## src/rtl/data_ram_arbiter.sv

```systemverilog
// Two-master round-robin arbiter in front of one multi-cycle data RAM, with an access watchdog.
module data_ram_arbiter #(
    parameter int unsigned AW      = 32,
    parameter int unsigned TIMEOUT = 15,
    parameter int unsigned CNT_W   = 4
) (
    input  logic          clk,
    input  logic          rst,
    input  logic          m0_req,
    input  logic          m0_we,
    input  logic [AW-1:0] m0_addr,
    input  logic [31:0]   m0_din,
    output logic [31:0]   m0_dout,
    output logic          m0_ack,
    output logic          m0_err,
    output logic          m0_stall,
    input  logic          m1_req,
    input  logic          m1_we,
    input  logic [AW-1:0] m1_addr,
    input  logic [31:0]   m1_din,
    output logic [31:0]   m1_dout,
    output logic          m1_ack,
    output logic          m1_err,
    output logic          m1_stall,
    output logic          ram_cs,
    output logic          ram_we,
    output logic [AW-1:0] ram_addr,
    output logic [31:0]   ram_din,
    input  logic [31:0]   ram_dout,
    input  logic          ram_ack,
    output logic          owner,
    output logic          busy
);

    typedef enum logic [1:0] {S_IDLE, S_BUSY, S_RECOVER} state_t;

    state_t             state, state_n;
    logic               owner_n;
    logic               rr_last, rr_last_n;
    logic [CNT_W-1:0]   wdog, wdog_n;
    logic               we_n;
    logic [AW-1:0]      addr_n;
    logic [31:0]        din_n;
    logic               grant;
    logic               grant_id;
    logic               done;
    logic               timeout;

    // Next-state, arbitration and request capture
    always_comb begin
        state_n   = state;
        owner_n   = owner;
        rr_last_n = rr_last;
        wdog_n    = wdog;
        we_n      = ram_we;
        addr_n    = ram_addr;
        din_n     = ram_din;
        grant     = 1'b0;
        grant_id  = 1'b0;
        done      = 1'b0;
        timeout   = 1'b0;

        case (state)
            S_IDLE: begin
                if (m0_req || m1_req) begin
                    grant    = 1'b1;
                    grant_id = (m0_req && m1_req) ? ~rr_last : m1_req;
                    state_n  = S_BUSY;
                end
            end
            S_BUSY: begin
                if (ram_ack) begin
                    done      = 1'b1;
                    rr_last_n = owner;
                    wdog_n    = '0;
                    // Only the other master may be granted back-to-back
                    if (owner ? m0_req : m1_req) begin
                        grant    = 1'b1;
                        grant_id = ~owner;
                    end else begin
                        state_n = S_IDLE;
                    end
                end else if (wdog == CNT_W'(TIMEOUT)) begin
                    timeout   = 1'b1;
                    rr_last_n = owner;
                    wdog_n    = '0;
                    state_n   = S_RECOVER;
                end else begin
                    wdog_n = wdog + CNT_W'(1);
                end
            end
            S_RECOVER: begin
                state_n = S_IDLE;
            end
            default: begin
                state_n = S_IDLE;
            end
        endcase

        if (grant) begin
            owner_n = grant_id;
            wdog_n  = '0;
            we_n    = grant_id ? m1_we   : m0_we;
            addr_n  = grant_id ? m1_addr : m0_addr;
            din_n   = grant_id ? m1_din  : m0_din;
        end
    end

    // State, capture and RAM-side registers
    always_ff @(posedge clk) begin
        if (rst) begin
            state    <= S_IDLE;
            owner    <= 1'b0;
            rr_last  <= 1'b1;
            wdog     <= '0;
            ram_cs   <= 1'b0;
            busy     <= 1'b0;
            ram_we   <= 1'b0;
            ram_addr <= '0;
            ram_din  <= '0;
        end else begin
            state    <= state_n;
            owner    <= owner_n;
            rr_last  <= rr_last_n;
            wdog     <= wdog_n;
            ram_cs   <= (state_n == S_BUSY);
            busy     <= (state_n == S_BUSY);
            ram_we   <= we_n;
            ram_addr <= addr_n;
            ram_din  <= din_n;
        end
    end

    // Master-side strobes follow the RAM ack in the same cycle; silenced during reset
    always_comb begin
        m0_ack   = ~rst & done & ~owner;
        m1_ack   = ~rst & done &  owner;
        m0_err   = ~rst & timeout & ~owner;
        m1_err   = ~rst & timeout &  owner;
        m0_dout  = m0_ack ? ram_dout : 32'h0;
        m1_dout  = m1_ack ? ram_dout : 32'h0;
        m0_stall = m0_req & ~m0_ack & ~m0_err;
        m1_stall = m1_req & ~m1_ack & ~m1_err;
    end

endmodule

```

## config.mk

```make
export PLATFORM = sky130hd
export DESIGN_NAME = data_ram_arbiter
export DESIGN_NICKNAME = d
export VERILOG_FILES = /design/src/rtl/data_ram_arbiter.sv
export SDC_FILE = /design/constraint.sdc
export NUM_CORES = 1
export LEC_CHECK = 0
export CAP_MARGIN = 20
export CELL_PAD_IN_SITES_DETAIL_PLACEMENT = 0
export CELL_PAD_IN_SITES_GLOBAL_PLACEMENT = 1
export CORE_MARGIN = 5
export CORE_UTILIZATION = 20
export DETAILED_ROUTE_END_ITERATION = 16
export GPL_TIMING_DRIVEN = 0
export PLACE_DENSITY_LB_ADDON = 0.12
export SYNTH_ARGS = -nofsm -noshare
export SYNTH_HDL_FRONTEND = slang
export SYNTH_SLANG_ARGS = --single-unit
export TNS_END_PERCENT = 10
```

## constraint.sdc

```tcl
create_clock -name clk -period 1.8 [get_ports clk]
set_input_delay 0.45 -clock clk [delete_from_list [all_inputs] [get_ports clk]]
set_output_delay 0.45 -clock clk [all_outputs]
set_load 0.005 [all_outputs]
```

# Word level (Yosys, flattened, before mapping)
# Index checks and enable logic that the tools add are counted.
# totals
wordCells,64
output_inout_bits,138
reg_bits,74
# classes
n_mux,29
add_sub_neg,1
n_eq_ne,3
reduce_logical,6
bitwise,17
# ops
cell,count
$mux W32,4
$mux W1,16
$and A1 B1 Y1,10
$mux W2,4
$mux W4,2
$not A1 Y1,7
$add A4 B1 Y4 const B,1
$eq A2 B1 Y1 const B,2
$eq A4 B4 Y1 const B,1
$pmux W1 S2,2
$pmux W2 S2,1
$logic_not A2 Y1,1
$reduce_and A2 Y1,1
$reduce_bool A2 Y1,1
$reduce_or A2 Y1,1
$logic_and A1 B1 Y1,1
$logic_or A1 B1 Y1,1

# Longest topological paths before layout
# Gate-level depths: netlist of the first run.
# depth
word_depth,8
ltp_mapped,8
ltp_nobuf,5

# Least setup slack after synthesis of the first run
# No wires, ideal clock.
# synth_path
path_kind,input to output
startpoint,in rst
endpoint,out m1_dout[22]
required_ps,1350
cell_stages,5
setup_slack_ps,-11
path_buffers,2
t_arrival_ps,1361
path_cell_list,clkbuf_1 nor2_1 and3_1 clkbuf_1 and2_1
# synth_via
elab_chain_cells,4
# synth_rtl
element,line_no,rtl
from (decl),8,"input logic rst,"
$not A1 Y1,137,m1_ack = ~rst & done & owner;
$and A1 B1 Y1 (2 in series),137,
via m1_ack,22,"output logic m1_ack,"
$mux W32,141,m1_dout = m1_ack ? ram_dout : 32'h0;
to (decl),21,"output logic [31:0] m1_dout,"
# The timed path passes the listed nets, and every way through them passes these cells.

# Final worst setup path of the first run
# layout_path
startpoint,in rst
endpoint,out m1_dout[24]
# layout_via
elab_chain_cells,4
# layout_rtl
element,line_no
$not A1 Y1,137
$and A1 B1 Y1 (2 in series),137
$mux W32,141
# No other way between the ends.

==> flow_metrics.env, run 1 <==
export IMPL_grt_pass1_vias=4032
export IMPL_unrepaired_setup_endpoints_after_global_routing="yes"
export IMPL_yosys_area_top_type_share=0.409
export IMPL_start_kind="input port"
export IMPL_die_height_um=145
export IMPL_layout_worst_path_cycle_share=1.19
export IMPL_number_of_synthesized_register_bits=74
export IMPL_ir_worst_vdd_v=0.000494
export IMPL_p_leak_nw=3.10
export IMPL_placed_cells_incl_taps=882
export IMPL_end_kind="primary output"
export IMPL_diodes=0
export IMPL_clock_skew_final_ns=0.0149
export IMPL_post_synth_top_area_cell="sky130_fd_sc_hd__dfxtp_1"
export IMPL_clock_fmax_mhz=467
export IMPL_setup_reg_to_reg_worst_slack_ns=0.10
export IMPL_power_density_cell_area_mw_per_mm2=696
export IMPL_post_drt_via_cell_ratio=4.22
export IMPL_worst_ep_arrival_time_ns=1.69
export IMPL_die_width_um=145
export IMPL_syn_instance_count=350
export IMPL_post_synth_top_count_cell="sky130_fd_sc_hd__dfxtp_1"
export IMPL_critical_path_reg2reg_endpoint="ram_addr[27]"
export IMPL_slew_viol_final=0
export IMPL_crit_path_time_final_ns=2.14
export IMPL_antenna_violating_nets_post_route=0
export IMPL_synth_cell_type_count=32
export IMPL_overall_power_w=0.00537
export IMPL_synthFlopType="sky130_fd_sc_hd__dfxtp_1"
export IMPL_design_die_area_mm2=0.0209
export IMPL_worst_slew_margin_relative_to_its_limit=0.720
export IMPL_max_cap_violations=0
export IMPL_min_path_type="reg -> reg"
export IMPL_dr_total_vias=3909
export IMPL_max_slew_worst_pin_slew_ns=0.421
export IMPL_worst_r2r_path_depth=8
export IMPL_fp_row_count=49
export IMPL_setup_violations_final=70
export IMPL_outcome="complete, but fails checks"
export IMPL_final_hold_viol_count=0
export IMPL_synthArstFlopShare=0
export IMPL_buffer_ports_inserted=303
export IMPL_max_clock_path_buffers=2
export IMPL_worstPathMaxFanout=6
export IMPL_finish_net_count=860
export IMPL_fraction_of_final_layout_cells_with_drive_strength_greater_than_1=0.278
export IMPL_gp_congestion=0.793
export IMPL_syn_cell_area_mm2=0.00362
export IMPL_synth_edf_count=0
export IMPL_grt_antenna_before_repair=0
export IMPL_rr_startpoint="owner"
export IMPL_floorplan_initialDensity=0.202
export IMPL_area_growth_syn_to_layout_pct=113
export IMPL_first_pass_grt_wire_length_mm=22.7
export IMPL_routed_wire_length_per_instance_um=16.7
export IMPL_synth_fp_nets=518
export IMPL_setup_tns_final_ns=-17.73
export IMPL_path_cells="clkdlybuf4s15_2 -> clkbuf_8 -> nor2_4 -> and3_4 -> buf_12 -> buf_8 -> buf_6 -> and2_4 -> buf_6"
export IMPL_synth_commonest_cells="sky130_fd_sc_hd__dfxtp_1, sky130_fd_sc_hd__mux2i_1, sky130_fd_sc_hd__and2_1, sky130_fd_sc_hd__o2bb2ai_1, sky130_fd_sc_hd__clkbuf_1"
export IMPL_fill_cell_total_of_the_finished_layout=1758
export IMPL_ys_top_cells_by_area="sky130_fd_sc_hd__dfxtp_1, sky130_fd_sc_hd__mux2i_1, sky130_fd_sc_hd__o2bb2ai_1, sky130_fd_sc_hd__and2_1, sky130_fd_sc_hd__buf_8"
export IMPL_h_tree_level_count=3
export IMPL_cell_chosen_for_the_clock_root="sky130_fd_sc_hd__clkbuf_16"
export IMPL_final_hold_worst_slack_ns=0.459
export IMPL_floorplan_io_pins=305
export IMPL_clk_latency_ns=0.34
export IMPL_timing_final_ws_setup_ns=-0.340
export IMPL_critPathKind="in -> out"
export IMPL_violations_in_the_final_reports="setup timing"
export IMPL_critical_path_required_ns=1.35
export IMPL_timing_hold_worst_endpoint="ram_addr[20]"
export IMPL_cts_buffers=9
export IMPL_totalWireLength_mm=15.5
export IMPL_cts_sinks=74
export IMPL_detail_route_drc_violations=0
export IMPL_hold_path_cell_count=1
export IMPL_synthesis_yosys_warnings=0
export IMPL_critical_path_most_common_cell="sky130_fd_sc_hd__buf_6"
export IMPL_detailedPlacementHpwl_mm=12.2
export IMPL_grt_overflow_total=0
export IMPL_drt_iter0_drc=65
export IMPL_critPathSlowestCell="sky130_fd_sc_hd__and3_4"
export IMPL_grt_start_max_net_pins=14
export IMPL_crit_path_max_incr_delay_ns=0.25
export IMPL_grtUsageTotal=0.141
export IMPL_post_synthesis_sequential_area_ratio=0.409
export IMPL_cts_tree="done"
export IMPL_final_cells=926
export IMPL_core_area_mm2=0.0179
export IMPL_cts_clk_slew_worst_paths_ns=0.06
export IMPL_min_delay_start="ram_addr[20]"
export IMPL_detailedRoute_firstPassIterationCount=4
export IMPL_syn_area_per_cell_um2=10.4
==> sequential cells by signal (all words and copies together), names as in the netlist <==
name	flops
wdog	4
ram_din	32
state	2
owner	1
ram_we	1
ram_addr	32
busy	1
rr_last	1
==> cells by family (layout without fill, tap and decap cells) <==
| group | count (synthesis) | in the layout | synth area share |
|---|---|---|---|
| muxes | 66 | 66 | 0.182 |
| adders and majority gates | 1 | 1 | 0.00345 |
| buffers and inverters | 35 | 382 | 0.0614 |
| AOI/OAI and AO/OA | 80 | 80 | 0.186 |
| and+or+nand+nor | 94 | 94 | 0.158 |
| DFF | 74 | 74 | 0.409 |
==> worst max path at each step <==
stage	startpoint	endpoint	slack (ns)	depth (start not counted)
2_1_floorplan	ram_ack	m0_dout[22]	-0.001	4
3_3_place_gp	rst	m1_dout[9]	-1.22	7
3_5_place_dp	rst	m1_dout[20]	-1.24	7
4_1_cts	state[1]	m1_dout[23]	-0.38	8
5_1_grt	state[1]	m0_dout[13]	-0.40	7
6_report	rst	m1_dout[24]	-0.34	9
==> placed cells by master (no fill, tap or decap), drive strengths merged <==
cell and count:
mux2i 66, and3 1, a31oi 3, o211a 1, clkbuf 23, and3b 1
nand3 2, or2 1, nand2b 4, and2 65, nor3b 2, ha 1
o21ai 2, or4b 1, o2bb2ai 65, nor4 2, nand2 3, bufinv 3
o41a 1, clkinv 2, nor2 9, nand3b 1, dfxtp 74, inv 3
buf 118, o21a 1, nor2b 1, clkdlybuf4s50 230, nor4b 1, o32ai 1
dlygate4sd2 2, clkdlybuf4s15 1, a21oi 6
==> power by group <==
part	internal, W	switching [W]	total, W
sequential	0.00180	0.0000853	0.00188
combinational	0.000913	0.000491	0.00140
clock	0.00136	0.000723	0.00208
==> worst max-delay path, delay by kind of cell <==
family	cells	cell delay (ns)
buffers and inverters	6	0.76
and+or+nand+nor	3	0.48
==> per-stage QoR <==
stage | setup slack, ns | cell area [um^2] | util
floorplan | -0.00114 | 3630 | -
global placement | -1.22 | 6950 | 0.388
detailed placement | -1.24 | 6950 | 0.388
CTS | -0.384 | 7560 | 0.422
global route | -0.404 | 7720 | 0.431
finish | -0.340 | 7720 | 0.431
==> layer usage <==
layer / wire length [um] / vias to the layer above / part of all wire / global-route usage
met5: 0 / - / 0 / 0
li1: - / 1959 / - / -
met4: 242 / 0 / 0.016 / 0.0407
met1: 5820 / 1781 / 0.38 / 0.156
met3: 1200 / 18 / 0.077 / 0.0463
met2: 8250 / 151 / 0.53 / 0.257
==> layout make-up <==
| class | instances | area, um^2 | share of cell area |
|---|---|---|---|
| timing repair buffer | 332 | 3170 | 0.410 |
| clock inverter | 6 | 113 | 0.0146 |
| clock buffer | 10 | 229 | 0.0297 |
| tap | 229 | 287 | 0.0371 |
| sequential | 74 | 1490 | 0.193 |
| multi-input combinational | 241 | 2090 | 0.271 |
| inverter | 2 | 7.51 | 0.000973 |
| buffer | 32 | 338 | 0.0438 |
==> what timing repair did <==
action                                  CTS  global route
resized for setup                       381            52
pin swaps                                53             8
buffers inserted                         22             2
gates cloned                              5             0
endpoints found under the setup margin  120           125
hold buffers                              0             0
Power figures use the tool's default switching activity.
==> inputs of run 2 (changes only) <==
--- a/config.mk
+++ b/config.mk
@@ -8,11 +8,13 @@
 export CAP_MARGIN = 20
 export CELL_PAD_IN_SITES_DETAIL_PLACEMENT = 0
 export CELL_PAD_IN_SITES_GLOBAL_PLACEMENT = 1
+export CORE_ASPECT_RATIO = 0.9
 export CORE_MARGIN = 5
 export CORE_UTILIZATION = 20
 export DETAILED_ROUTE_END_ITERATION = 16
 export GPL_TIMING_DRIVEN = 0
 export PLACE_DENSITY_LB_ADDON = 0.12
+export SLEW_MARGIN = 20
 export SYNTH_ARGS = -nofsm -noshare
 export SYNTH_HDL_FRONTEND = slang
 export SYNTH_SLANG_ARGS = --single-unit
==> flow_metrics.env, run 2 (synthesized netlist as in run 1, its figures left out) <==
export IMPL_die_width_um=152
export IMPL_setup_violations_final=130
export IMPL_final_hold_worst_slack_ns=0.458
export IMPL_gp_congestion=0.765
export IMPL_grtUsageTotal=0.144
export IMPL_h_tree_level_count=3
export IMPL_critPathKind="reg -> out"
export IMPL_most_common_cell_after_layout_fill_and_taps_aside="sky130_fd_sc_hd__clkdlybuf4s50_1"
export IMPL_cts_tree="done"
export IMPL_max_slew_worst_pin_slew_ns=0.508
export IMPL_p_leak_nw=3.07
export IMPL_core_area_mm2=0.0177
export IMPL_unrepaired_setup_endpoints_after_global_routing="yes"
export IMPL_power_density_cell_area_mw_per_mm2=670
export IMPL_end_kind="primary output"
export IMPL_detailedPlacementHpwl_mm=12.5
export IMPL_routedLengthMet1_mm=6.19
export IMPL_diodes=0
export IMPL_dr_total_vias=3911
export IMPL_antenna_violating_nets_post_route=0
export IMPL_grt_pass1_vias=4082
export IMPL_fill_cell_total_of_the_finished_layout=1770
export IMPL_worst_r2r_path_depth=7
export IMPL_worst_slew_margin_relative_to_its_limit=0.661
export IMPL_cts_buffers=9
export IMPL_critical_path_reg2reg_endpoint="ram_addr[20]"
export IMPL_max_cap_violations=0
export IMPL_setup_reg_to_reg_worst_slack_ns=-0.12
export IMPL_min_path_type="reg -> reg"
export IMPL_finish_net_count=862
export IMPL_start_kind="flip-flop"
export IMPL_clock_skew_final_ns=0.0108
export IMPL_worst_ep_arrival_time_ns=1.71
export IMPL_final_cells=939
export IMPL_cts_sinks=74
export IMPL_clock_fmax_mhz=463
export IMPL_floorplan_initialDensity=0.204
export IMPL_grt_start_max_net_pins=15
export IMPL_slew_viol_final=0
export IMPL_design_die_area_mm2=0.0209
export IMPL_detailedRoute_firstPassIterationCount=4
export IMPL_clk_latency_ns=0.34
export IMPL_wl_met3_mm=1.02
export IMPL_wl_met2_mm=8.41
export IMPL_routed_wire_length_per_instance_um=16.9
export IMPL_final_hold_viol_count=0
export IMPL_critical_path_required_ns=1.35
export IMPL_detail_route_drc_violations=0
export IMPL_route_top_layer_used="met4"
export IMPL_worstPathMaxFanout=5
export IMPL_rr_startpoint="owner"
export IMPL_layout_worst_path_cycle_share=1.20
export IMPL_fraction_of_final_layout_cells_with_drive_strength_greater_than_1=0.265
export IMPL_floorplan_io_pins=305
export IMPL_placed_cells_incl_taps=893
export IMPL_overall_power_w=0.00512
export IMPL_ir_worst_vdd_v=0.000530
export IMPL_grt_overflow_total=0
export IMPL_cell_chosen_for_the_clock_root="sky130_fd_sc_hd__clkbuf_16"
export IMPL_commonest_cells_after_routing_fill_and_taps_aside="sky130_fd_sc_hd__clkdlybuf4s50_1, sky130_fd_sc_hd__dfxtp_1, sky130_fd_sc_hd__mux2i_1"
export IMPL_drt_iter0_drc=80
export IMPL_timing_final_ws_setup_ns=-0.360
export IMPL_layout_top_registers="ram_addr (32), ram_din (32), wdog (4)"
export IMPL_timing_hold_worst_endpoint="ram_addr[21]"
export IMPL_grt_antenna_before_repair=0
export IMPL_die_height_um=138
export IMPL_area_growth_syn_to_layout_pct=111
export IMPL_outcome="complete, but fails checks"
export IMPL_post_drt_via_cell_ratio=4.17
export IMPL_violations_in_the_final_reports="setup timing"
export IMPL_max_clock_path_buffers=2
export IMPL_hold_path_cell_count=1
export IMPL_setup_tns_final_ns=-27.98
export IMPL_cts_clk_slew_worst_paths_ns=0.06
export IMPL_buffer_ports_inserted=303
export IMPL_fp_row_count=46
export IMPL_first_pass_grt_wire_length_mm=23.8
export IMPL_totalWireLength_mm=15.9
export IMPL_min_delay_start="ram_addr[21]"
export IMPL_crit_path_time_final_ns=2.16
export IMPL_cts_hold_repair_buffers=0
run 2: cell count changes in the layout (fill, tap and decap cells not counted), sizes merged:
cell and change:
inv +1, clkinvlp +1, clkdlybuf4s50 +2, clkdlybuf4s15 +2, clkbuf -5, buf +5
dlygate4sd2 -2, bufinv -2
run 2: through the flow:
step / utilization / setup slack [ns] / area, um^2
finish: 0.431 / -0.360 / 7640
global route: 0.431 / -0.461 / 7640
CTS: 0.423 / -0.408 / 7490
detailed placement: 0.393 / -1.27 / 6960
global placement: 0.393 / -1.25 / 6960
floorplan: - / -0.00114 / 3630
run 2: final cells by class:
type	count	area, um^2	share of cell area
timing repair buffer	333	3180	0.416
clock inverter	6	75.1	0.00982
tap	240	300	0.0393
sequential	74	1490	0.195
multi-input combinational	241	2060	0.269
inverter	2	7.51	0.000982
clock buffer	10	229	0.0300
buffer	33	304	0.0398
run 2: critical path, stage by stage (launching register included):
cell and delay, ns:
sky130_fd_sc_hd__dfxtp_2 0.33, sky130_fd_sc_hd__nand2b_4 0.16, sky130_fd_sc_hd__nor4b_4 0.27, sky130_fd_sc_hd__buf_4 0.18, sky130_fd_sc_hd__buf_6 0.11, sky130_fd_sc_hd__buf_8 0.10
sky130_fd_sc_hd__and2_4 0.13, sky130_fd_sc_hd__buf_6 0.08
run 2: power by group:
group / total (W) / leakage [nW] / internal (W) / switching, W
Clock: 0.00185 / 0.145 / 0.00109 / 0.000757
Combinational: 0.00138 / 2.31 / 0.000893 / 0.000491
Sequential: 0.00188 / 0.613 / 0.00180 / 0.0000842
Total: 0.00512 / 3.07 / 0.00379 / 0.00133
run 2: routing by layer:
| metal | up-vias | track usage |
|---|---|---|
| li1 | 1959 | - |
| met3 | 15 | 0.0496 |
| met1 | 1796 | 0.161 |
| met2 | 141 | 0.264 |
| met5 | - | 0 |
| met4 | 0 | 0.0349 |
run 2: how the worst max path moves through the flow:
stage                  start     endpoint  slack, ns  depth (start not counted)
floorplan            ram_ack  m0_dout[22]     -0.001                          4
detailed placement       rst  m1_dout[12]      -1.27                          7
global placement         rst   m1_dout[8]      -1.25                          7
CTS                 state[1]   m1_dout[8]      -0.41                          8
global route        state[1]  m0_dout[15]      -0.46                          7
finish              state[1]  m0_dout[15]      -0.36                          7
run 2: what timing repair did:
action | 4_1_cts | 5_1_grt
cloned | 5 | 0
pin swaps | 41 | 13
gates resized for setup | 354 | 46
endpoints found under the setup margin | 130 | 134
setup buffers | 25 | 0
endpoints found under the hold margin | 0 | 0
==> inputs of run 3 (changes only) <==
--- a/config.mk
+++ b/config.mk
@@ -5,11 +5,11 @@
 export SDC_FILE = /design/constraint.sdc
 export NUM_CORES = 1
 export LEC_CHECK = 0
-export CAP_MARGIN = 20
+export CAP_MARGIN = 10
 export CELL_PAD_IN_SITES_DETAIL_PLACEMENT = 0
 export CELL_PAD_IN_SITES_GLOBAL_PLACEMENT = 1
 export CORE_ASPECT_RATIO = 0.9
-export CORE_MARGIN = 5
+export CORE_MARGIN = 3
 export CORE_UTILIZATION = 20
 export DETAILED_ROUTE_END_ITERATION = 16
 export GPL_TIMING_DRIVEN = 0
==> flow_metrics.env, run 3 (synthesized netlist as in run 1, its figures left out) <==
export IMPL_outcome="complete, but fails checks"
export IMPL_violations_in_the_final_reports="setup timing"
export IMPL_timing_final_ws_setup_ns=-0.375
export IMPL_timing_hold_worst_endpoint="ram_addr[31]"
export IMPL_fill_cell_total_of_the_finished_layout=1758
export IMPL_rr_startpoint="owner"
export IMPL_setup_tns_final_ns=-19.31
export IMPL_layout_worst_path_cycle_share=1.21
export IMPL_placement_setup_worst_slack_ns=-1.30
export IMPL_floorplan_initialDensity=0.204
export IMPL_die_height_um=134
export IMPL_setup_violations_final=69
export IMPL_fp_row_count=46
export IMPL_diodes=0
export IMPL_grt_pass1_vias=4102
export IMPL_worst_r2r_path_depth=8
export IMPL_placed_cells_incl_taps=893
export IMPL_end_kind="primary output"
export IMPL_fraction_of_final_layout_cells_with_drive_strength_greater_than_1=0.267
export IMPL_max_clock_path_buffers=2
export IMPL_grtUsageTotal=0.155
export IMPL_cell_chosen_for_the_clock_root="sky130_fd_sc_hd__clkbuf_16"
export IMPL_clock_skew_final_ns=0.00719
export IMPL_setup_reg_to_reg_worst_slack_ns=0.02
export IMPL_dr_total_vias=3941
export IMPL_finish_net_count=860
export IMPL_gp_congestion=0.780
export IMPL_detailedRoute_firstPassIterationCount=4
export IMPL_antenna_violating_nets_post_route=0
export IMPL_core_area_mm2=0.0177
export IMPL_cts_hold_repair_buffers=0
export IMPL_clock_fmax_mhz=460
export IMPL_critical_path_required_ns=1.35
export IMPL_cts_clk_slew_worst_paths_ns=0.06
export IMPL_first_pass_grt_wire_length_mm=24.1
export IMPL_grt_overflow_total=0
export IMPL_critical_path_reg2reg_endpoint="ram_we"
export IMPL_min_delay_start="ram_addr[31]"
export IMPL_final_cells=937
export IMPL_grt_start_max_net_pins=13
export IMPL_min_path_type="reg -> reg"
export IMPL_worst_ep_arrival_time_ns=1.72
export IMPL_max_cap_violations=0
export IMPL_cts_tree="done"
export IMPL_area_growth_syn_to_layout_pct=110
export IMPL_clk_latency_ns=0.33
export IMPL_start_kind="input port"
export IMPL_crit_path_time_final_ns=2.17
export IMPL_critPathKind="in -> out"
export IMPL_floorplan_io_pins=305
export IMPL_critPathSlowestCell="sky130_fd_sc_hd__and3_4"
export IMPL_h_tree_level_count=3
export IMPL_hold_path_cell_count=1
export IMPL_detailedPlacementHpwl_mm=12.2
export IMPL_design_die_area_mm2=0.0198
export IMPL_worst_slew_margin_relative_to_its_limit=0.650
export IMPL_most_common_cell_after_layout_fill_and_taps_aside="sky130_fd_sc_hd__clkdlybuf4s50_1"
export IMPL_grt_antenna_before_repair=0
export IMPL_slew_viol_final=0
export IMPL_cts_sinks=74
export IMPL_path_cells="clkdlybuf4s15_2 -> clkbuf_8 -> nor2_4 -> and3_4 -> buf_8 -> buf_6 -> buf_6 -> and2_4 -> buf_6"
export IMPL_crit_path_max_incr_delay_ns=0.27
export IMPL_buffer_ports_inserted=303
export IMPL_totalWireLength_mm=15.8
export IMPL_die_width_um=148
export IMPL_detail_route_drc_violations=0
export IMPL_ir_worst_vdd_v=0.000459
export IMPL_critical_path_most_common_cell="sky130_fd_sc_hd__buf_6"
export IMPL_drt_iter0_drc=75
export IMPL_final_hold_viol_count=0
export IMPL_p_leak_nw=3.06
export IMPL_cts_buffers=9
export IMPL_unrepaired_setup_endpoints_after_global_routing="yes"
export IMPL_layout_top_registers="ram_addr (32), ram_din (32), wdog (4)"
export IMPL_placed_area_mm2=0.00696
export IMPL_overall_power_w=0.00509
export IMPL_post_drt_via_cell_ratio=4.21
export IMPL_max_slew_worst_pin_slew_ns=0.525
export IMPL_routed_wire_length_per_instance_um=16.9
export IMPL_commonest_cells_after_routing_fill_and_taps_aside="sky130_fd_sc_hd__clkdlybuf4s50_1, sky130_fd_sc_hd__dfxtp_1, sky130_fd_sc_hd__o2bb2ai_1"
export IMPL_power_density_cell_area_mw_per_mm2=669
export IMPL_layout_cell_area_non_filler_mm2=0.00762
export IMPL_worstPathMaxFanout=8
==> run 3: changes by cell type in the layout (fill, tap and decap cells not counted), sizes merged <==
cell	delta
clkdlybuf4s15	-2
inv	-2
dlygate4sd2	+2
clkdlybuf4s50	-2
buf	-8
clkbuf	+10
==> run 3: layout make-up <==
type | count | area, um^2 | area share
timing repair buffer | 332 | 3110 | 0.408
multi-input combinational | 241 | 2070 | 0.272
inverter | 2 | 7.51 | 0.000985
buffer | 32 | 342 | 0.0448
clock buffer | 12 | 246 | 0.0323
tap | 240 | 300 | 0.0394
sequential | 74 | 1490 | 0.196
clock inverter | 4 | 51.3 | 0.00673
==> run 3: metrics by stage <==
step | util | hold WS (ns)
2_1_floorplan | - | 0.456
3_3_place_gp | 0.393 | 0.444
3_5_place_dp | 0.393 | 0.446
4_1_cts | 0.423 | 0.463
5_1_grt | 0.430 | 0.473
6_report | 0.430 | 0.457
==> run 3: how the worst max path moves through the flow <==
| stage | start | end | slack (ns) | cells after the start |
|---|---|---|---|---|
| 2_1_floorplan | ram_ack | m0_dout[22] | -0.001 | 4 |
| 4_1_cts | state[1] | m1_dout[12] | -0.42 | 8 |
| 3_5_place_dp | rst | m1_dout[18] | -1.30 | 7 |
| 6_report | rst | m1_dout[20] | -0.37 | 9 |
| 3_3_place_gp | rst | m1_dout[18] | -1.29 | 7 |
| 5_1_grt | state[1] | m0_dout[17] | -0.45 | 7 |
==> run 3: worst max-delay path, delay by kind of cell <==
family	cells	cell delay, ns
buf+inv	6	0.78
simple gates	3	0.50
==> run 3: per-layer routing <==
layer	wire length, um	track usage
met1	6560	0.185
met2	8240	0.279
met3	905	0.0435
met4	119	0.0323
met5	0	0
==> run 3: timing repair <==
action	in CTS	in global routing
gates cloned	6	0
pin swaps	45	7
setup endpoints to repair	130	130
setup buffers	23	1
hold endpoints to repair	0	0
gates resized for setup	381	44
==> run 3: report_power, final <==
part	switching, W	internal (W)	leakage, nW
Combinational	0.000500	0.000911	2.31
Sequential	0.0000848	0.00180	0.614
Clock	0.000688	0.00111	0.143
==> patch: new RTL, settings of run 1 <==
`AW`: 32 -> 16.
--- a/src/rtl/data_ram_arbiter.sv
+++ b/src/rtl/data_ram_arbiter.sv
@@ -1,6 +1,6 @@
 // Two-master round-robin arbiter in front of one multi-cycle data RAM, with an access watchdog.
 module data_ram_arbiter #(
-    parameter int unsigned AW      = 32,
+    parameter int unsigned AW      = 16,
     parameter int unsigned TIMEOUT = 15,
     parameter int unsigned CNT_W   = 4
 ) (
Ports: changed (resized m0_addr, m1_addr and ram_addr); port bits go from 305 to 257. The function was not compared with the original's and may differ.
==> patch against run 1 <==
The run still ends with setup timing left. Clock skew decreased by 0.012 ns. Core utilization increased by 2.1 points. Synthesized area decreased by 22%. Non-clock buffer count decreased by 53. Wire length decreased by 15%. Critical path depth decreased by 2. Setup slack got worse by 0.022 ns. Design area decreased by 19%. Power decreased by 19%. Sequential cell count decreased by 16. Sequential power decreased by 21%. Register-to-register slack got worse by 0.22 ns. Hold slack got worse by 0.011 ns. Highest routed layer unchanged.
==> patch: results (changes against run 1) <==
Final layout
• **number of nets in the finished design** 729, was 860
• **filler cell count** 1327, was 1758
• **Regs by FF count** ram_din: 32 flops, ram_addr: 16 flops, wdog: 4 flops, was ram_addr: 32 flops, ram_din: 32 flops, wdog: 4 flops
• **share of layout cells above drive strength 1** 0.302, was 0.278

Global route
• **All-Layer GR Usage** 0.151, was 0.141
• **via count of the first global-routing pass** 3764, was 4032

Placement
• **placed standard-cell area** 0.00561 mm², was 0.00695 mm²
• **HPWL Detailed** 10100 µm, was 12200 µm
• **routability congestion estimate from global placement** 0.785, was 0.793

Worst setup path
• **crit path max-delay cell type** sky130_fd_sc_hd__dfxtp_2, was sky130_fd_sc_hd__and3_4
• **Worst Path Max Fanout** 5, was 6
• **setup slack on the worst flop-to-flop path** -0.12 ns, was 0.10 ns
• **logic depth of the worst register-to-register path** 7, was 8
• **crit-path max cell delay** 0.32 ns, was 0.25 ns

Worst hold path
• **Endpoint, Worst Hold** owner, was ram_addr[20]
• **depth of the worst hold-timing path** 2, was 1
• **Hold Path Origin** rst, was ram_addr[20]

Run status
• **failing checks** setup timing, unchanged
• **result of the run** finished with violations, unchanged

Timing
• **setup slack of the critical path after layout** -0.363 ns, was -0.340 ns
• **Setup TNS Final** -20.10 ns, was -17.73 ns
• **Setup Viol. Count Final** 90, was 70
• **slew at the pin closest to its max-slew limit** 0.511 ns, was 0.421 ns
• **Clock Skew** 0.00338 ns, was 0.0149 ns

Synth
• **Post-Synth Adder-Cell Area** 0.00442, was 0.00345
• **top cells by area, synth** sky130_fd_sc_hd__dfxtp_1, sky130_fd_sc_hd__and2_1, sky130_fd_sc_hd__a221o_1, was sky130_fd_sc_hd__dfxtp_1, sky130_fd_sc_hd__mux2i_1, sky130_fd_sc_hd__o2bb2ai_1
• **Synth Area in Compound Gates** 0.222, was 0.186
• **post-synthesis sequential area ratio** 0.410, was 0.409

Pwr
• **peak supply drop** 0.295 mV, was 0.494 mV
• **leakage dissipation** 2.73 nW, was 3.10 nW

Routing
• **starting DRC count in detailed routing** 128, was 65
• **mean routed wirelength per cell** 16.9 µm, was 16.7 µm

## patch: cell count changes after synthesis, sizes merged, moves of 10 or more
| cell | run 1 | this run |
|---|---|---|
| o2bb2ai | 65 | 0 |
| dfxtp | 74 | 58 |
| a221o | 0 | 50 |
| mux2i | 66 | 0 |
| buf | 20 | 10 |
| and2 | 65 | 115 |
## patch: kinds of logic after synthesis
kind of cell	after synthesis
compound gates	67
fa+ha+maj	1
flops	58
buf+inv	27
simple gates	142
mux	1
## patch: area by class of cell
type                       instances  area, µm²  share of cell area
timing repair buffer             286       2650               0.422
multi-input combinational        211       1670               0.267
sequential                        58       1170               0.187
clock buffer                      13        270              0.0431
buffer                            25        241              0.0385
tap                              180        225              0.0359
clock inverter                     2       35.0             0.00559
inverter                           2       7.51             0.00120
## patch: worst max path at each step
stage	startpoint	to	slack (ns)	depth (start not counted)
after floorplan	rst	m1_dout[22]	-0.01	5
after global placement	rst	m1_dout[30]	-0.79	6
after detailed placement	m0_req	ram_addr[3]	-0.83	7
after CTS	state[1]	m1_stall	-0.35	7
after global routing	wdog[0]	m1_stall	-0.43	7
final	state[1]	m0_dout[18]	-0.36	7
## patch: report_power, final
group          switching [mW]  internal [mW]
Clock                   0.572           1.17
Combinational           0.359          0.750
Sequential             0.0677           1.43
Total                   0.998           3.35
## patch: stage by stage
stage,power (mW),instances
3_3_place_gp,2.56,730
2_1_floorplan,1.84,296
5_1_grt,4.57,777
6_report,4.35,777
4_1_cts,4.41,775
3_5_place_dp,2.57,730
## patch: layer usage
metal	share of wire	up-vias	GRT usage
met3	0.14	22	0.0776
met1	0.36	1541	0.155
met2	0.48	187	0.259
li1	-	1663	-
met5	0	-	0
met4	0.025	0	0.0661
